## config.mk

```make
export PLATFORM = sky130hd
export DESIGN_NAME = seq_pattern_detector
export DESIGN_NICKNAME = d
export VERILOG_FILES = /design/src/rtl/seq_det_pkg.sv /design/src/rtl/seq_sat_counter.sv /design/src/rtl/seq_pattern_detector.sv
export SDC_FILE = /design/constraint.sdc
export NUM_CORES = 1
export LEC_CHECK = 0
export ABC_AREA = 1
export CAP_MARGIN = 20
export CORE_AREA = 2 2 39 41
export DETAILED_ROUTE_END_ITERATION = 10
export DIE_AREA = 0 0 41 43
export MAX_ROUTING_LAYER = met4
export PLACE_DENSITY_LB_ADDON = 0.08
export SYNTH_ARGS = -nofsm -noshare
export SYNTH_HDL_FRONTEND = slang
export SYNTH_SLANG_ARGS = --single-unit
```

## constraint.sdc

```tcl
create_clock -name clk -period 2.2 [get_ports clk]
set_clock_uncertainty 0.2 [all_clocks]
set_input_delay 0.22 -clock clk [delete_from_list [all_inputs] [get_ports clk]]
set_output_delay 0.22 -clock clk [all_outputs]
set_load 0.005 [all_outputs]
```

## src/rtl/seq_det_pkg.sv

```systemverilog
// rtl/seq_det_pkg.sv - shared types and constants for the serial pattern detector
//
// Contents:
//   state_t      detector FSM states (ST_FILL, ST_ARMED)
//   fill_width   width of the fill counter for a given pattern length
//   DEF_PAT_W    default pattern length
//   DEF_PATTERN  default pattern (MSB arrives first)
package seq_det_pkg;

  typedef enum logic {
    ST_FILL  = 1'b0,
    ST_ARMED = 1'b1
  } state_t;

  localparam int DEF_PAT_W = 4;
  localparam logic [DEF_PAT_W-1:0] DEF_PATTERN = 4'b1011;

  function automatic int fill_width(input int pat_w);
    return $clog2(pat_w + 1);
  endfunction

endpackage

```

## src/rtl/seq_sat_counter.sv

```systemverilog
// rtl/seq_sat_counter.sv - saturating event counter with clear priority
//
// Ports:
//   clk    input   clock, rising edge
//   rst_n  input   asynchronous active-low reset
//   clr    input   synchronous clear, wins over inc
//   inc    input   count one event this edge
//   cnt    output  CNT_W-bit count, sticks at all-ones
module seq_sat_counter #(
  parameter int CNT_W = 8
) (
  input  logic             clk,
  input  logic             rst_n,
  input  logic             clr,
  input  logic             inc,
  output logic [CNT_W-1:0] cnt
);

  always_ff @(posedge clk or negedge rst_n) begin
    if (!rst_n) begin
      cnt <= '0;
    end else if (clr) begin
      cnt <= '0;
    end else if (inc && (cnt != '1)) begin
      cnt <= cnt + 1'b1;
    end
  end

endmodule

```

## src/rtl/seq_pattern_detector.sv

```systemverilog
// rtl/seq_pattern_detector.sv - parametrised serial bit-pattern detector
//
// Optional feature macro: SEQ_DET_CNT_EN (adds cnt_clr/match_cnt and the
// saturating match counter).
//
// Ports:
//   clk        input   clock, rising edge
//   rst_n      input   asynchronous active-low reset
//   din_vld    input   din accepted on this edge when high
//   din        input   serial data bit
//   match      output  registered one-cycle pulse per detected pattern
//   fill       output  valid history bits, saturates at PAT_W
//   cnt_clr    input   synchronous clear of match_cnt (SEQ_DET_CNT_EN only)
//   match_cnt  output  saturating match count (SEQ_DET_CNT_EN only)
module seq_pattern_detector
  import seq_det_pkg::*;
#(
  parameter int               PAT_W   = DEF_PAT_W,
  parameter logic [PAT_W-1:0] PATTERN = PAT_W'(DEF_PATTERN),
  parameter bit               OVERLAP = 1'b1,
  parameter int               CNT_W   = 8
) (
  input  logic                          clk,
  input  logic                          rst_n,
  input  logic                          din_vld,
  input  logic                          din,
  output logic                          match,
  output logic [fill_width(PAT_W)-1:0]  fill
`ifdef SEQ_DET_CNT_EN
  ,
  input  logic                          cnt_clr,
  output logic [CNT_W-1:0]              match_cnt
`endif
);

  localparam int FW = fill_width(PAT_W);
  localparam logic [FW-1:0] FULL = FW'(PAT_W);

  if (PAT_W < 2 || PAT_W > 32 || CNT_W < 1) begin : g_bad_param
    $error("seq_pattern_detector: illegal PAT_W or CNT_W");
  end

  // Only the youngest PAT_W-1 bits need storing: the oldest bit of a
  // window is consumed in the same cycle the completing bit arrives.
  logic [PAT_W-2:0] hist;
  logic [PAT_W-1:0] hist_nx;
  logic [FW-1:0]    fill_nx;
  logic [FW-1:0]    fill_d;
  logic             hit;
  state_t           state, state_nx;

  always_comb begin
    hist_nx  = {hist, din};
    // Once armed the window is full, so the fill count simply saturates.
    fill_nx  = (state == ST_ARMED) ? FULL : fill + 1'b1;
    hit      = 1'b0;
    fill_d   = fill;
    state_nx = state;
    if (din_vld) begin
      hit    = (fill_nx == FULL) && (hist_nx == PATTERN);
      fill_d = fill_nx;
      if (hit && !OVERLAP) begin
        // Discard history so the next match needs PAT_W brand-new bits.
        fill_d   = '0;
        state_nx = ST_FILL;
      end else if (fill_nx == FULL) begin
        state_nx = ST_ARMED;
      end
    end
  end

  always_ff @(posedge clk or negedge rst_n) begin
    if (!rst_n) begin
      state <= ST_FILL;
      hist  <= '0;
      fill  <= '0;
      match <= 1'b0;
    end else begin
      state <= state_nx;
      fill  <= fill_d;
      match <= hit;
      if (din_vld) begin
        hist <= hist_nx[PAT_W-2:0];
      end
    end
  end

`ifdef SEQ_DET_CNT_EN
  seq_sat_counter #(
    .CNT_W (CNT_W)
  ) u_cnt (
    .clk   (clk),
    .rst_n (rst_n),
    .clr   (cnt_clr),
    .inc   (hit),
    .cnt   (match_cnt)
  );
`endif

endmodule

```

==> run_results.csv <==
group,metric,value,unit
route,via_per_inst,4.33,
route,ant_nets,0,
setup_path,end_kind,"primary output",
setup_path,crit_arrival,1.16,ns
logic_synthesis,synth.largest_area_cell,"dfrtp_1",
final_layout,drive_above_1_share,0.188,
setup_path,r2r_cells,6,
setup_path,cp.depth,1,
final_layout,fin_cells,64,
final_layout,finalNetCount,55,
clocking,ctsRootBufferMaster,"clkbuf_4",
hold_path,hold_path.class,"in -> async",
global_route,antenna_found_initial,0,
placed_design,placed_area,435,um^2
logic_synthesis,ys_warn_count,0,
logic_synthesis,synth.cell_area,357,um^2
placed_design,dp.cells,61,
route,dr.pass1.iters,2,
timing,finalHoldWorstSlack,0.0504,ns
outcome,outcome,"finished, final reports clean",
timing,hold_viol,0,
setup_path,r2r_start,"fill[0]",
timing,fin_crit,1.58,ns
clocking,postCtsHoldBufs,0,
setup_path,crit_required,1.78,ns
timing,slew_viol_final,0,
timing,tightest_slew,0.365,ns
power_and_ir_drop,max-vdd-ir-drop,266,uV
setup_path,r2r_slack,0.85,ns
clocking,cts.sinks,8,
placed_design,gp_congestion,0.669,
power_and_ir_drop,pwr-share-clk,0.359,
logic_synthesis,synth_nets,44,
power_and_ir_drop,leakagePower,0.224,nW
setup_path,crit_fanout,4,
setup_path,slowest_delay,0.52,ns
route,drt_iter0_markers,1,
floorplan,die_w,41,um
final_layout,fin_area,458,um^2
route,vias,277,
floorplan,die-area,0.00176,mm^2
global_route,grt_max_degree,10,
global_route,grt_overflow_total,0,
power_and_ir_drop,power.density,656,mW/mm^2
clocking,cts_made_buffers,3,
power_and_ir_drop,intPower,0.000234,W
timing,max_freq,632,MHz
floorplan,core,0.00138,mm^2
setup_path,crit_family,"buffers and inverters",
clocking,cts_buffer_depth,2,
logic_synthesis,ys_top_cells_by_area,"dfrtp_1 56%, nand2_1 13%, nand2_2 5.3%",
clocking,cts_setup_buffers,0,
floorplan,io_pins,8,
power_and_ir_drop,combPwrFrac,0.103,
route,wl,628,um
timing,relSlewSlack,0.756,
logic_synthesis,synth_seq_cells,8,
logic_synthesis,yosys.area.top_type_share,0.561,
logic_synthesis,yosysSeqAreaShare,0.561,
timing,tns,0,ns
global_route,grt_pass1_vias,284,
setup_path,start_kind,"flip-flop",
route,route.detailed.drc,0,
clocking,cts_resized,0,
power_and_ir_drop,seqPwrFrac,0.538,
clocking,cts.clk_slew.worst_paths,0.05,ns
setup_path,r2r_end,"match",
setup_path,cpMaxStageDelayCell,"clkdlybuf4s50_1",
final_layout,diodes,0,
logic_synthesis,synth_cells,39,
power_and_ir_drop,p_sw_frac,0.222,
logic_synthesis,yosysUniqueCellTypes,13,
final_layout,area_delta_synth_final,28.4,%
clocking,h-tree-depth,1,
clocking,cts_tree,"done",
floorplan,die_h,43,um
timing,rsz0062_at_grt,"no",
placed_design,portBuffers,7,
setup_path,path_buf_inv,1,
flow_run,drv_cap,0,
placed_design,hpwl,512,um
route,wl_per_cell,9.81,um
power_and_ir_drop,power_switching,0.0000667,W
global_route,grt_usage,0.103,
logic_synthesis,avgSynthCellArea,9.14,um^2
clocking,insertion_delay,0.25,ns
setup_path,cp_cell_sequence,"clkdlybuf4s50_1",
setup_path,worstSetupPathType,"reg -> out",
power_and_ir_drop,total_power,0.000300,W
timing,fin_crit_sh,0.719,
global_route,grt_pass1_wl,1090,um
timing,setup_viol,0,
floorplan,rows,14,
floorplan,start_util,0.258,
-- through the flow --
step	util	setup WS, ns
finish	0.331	0.619
global route	0.331	0.566
CTS	0.331	0.600
detailed placement	0.315	0.692
global placement	0.315	0.714
floorplan	-	0.920
-- registers in the layout, summed over array words and instances (netlist names) --
signal,cells
state,1
hist,3
fill,3
match,1
-- cells in the mapped netlist, drive strengths merged --
cell type and number:
nor2 3, o21a 1, nand3 1, dfrtp 8, nand2 15, inv 5, o21ai 3, nand4 1
buf 1, ha 1
-- layout make-up --
class                   count  area (um^2)
fillers                   149          926
flip-flops and latches      8          200
multi-input cells          25          126
repair buffers              7         70.1
clock buffers               3         22.5
well taps                  16         20.0
inverters                   5         18.8
-- how the worst max path moves through the flow --
stage,from,endpoint
2_1_floorplan,fill[0],match
3_5_place_dp,din_vld,hist[2]
5_1_grt,fill[0],fill[0]
4_1_cts,fill[0],fill[0]
3_3_place_gp,din_vld,match
6_report,fill[0],fill[0]
-- layout by cell type, fill, tap and decap left out, drive strengths merged --
| cell type | count |
|---|---|
| clkbuf | 3 |
| clkdlybuf4s50 | 7 |
| dfrtp | 8 |
| ha | 1 |
| inv | 5 |
| nand2 | 15 |
| nand3 | 1 |
| nand4 | 1 |
| nor2 | 3 |
| o21a | 1 |
| o21ai | 3 |
-- power groups by stage --
stage	clock network, W	registers, W	logic [W]
final	0.000108	0.000162	0.0000311
after global routing	0.000123	0.000163	0.0000351
after CTS	0.000114	0.000161	0.0000321
after detailed placement	0	0.000164	0.0000319
after global placement	0	0.000163	0.0000312
after floorplan	0	0.000163	0.0000162
-- cell families (layout without fill, tap and decap cells) --
kind of cell / Yosys count / after routing / share of synthesized area
compound gates: 4 / 4 / 0.0632
fa+ha+maj: 1 / 1 / 0.0351
flops: 8 / 8 / 0.561
buf+inv: 6 / 15 / 0.0842
simple gates: 20 / 20 / 0.256
-- per-layer routing --
layer,track usage,part of all wire,wire length [um]
met5,-,0,0
met2,0.153,0.52,329
met1,0.0960,0.41,260
met3,0.0314,0.056,35
met4,0.100,0.0064,4
Note: power is estimated with default switching activity, not from simulation.
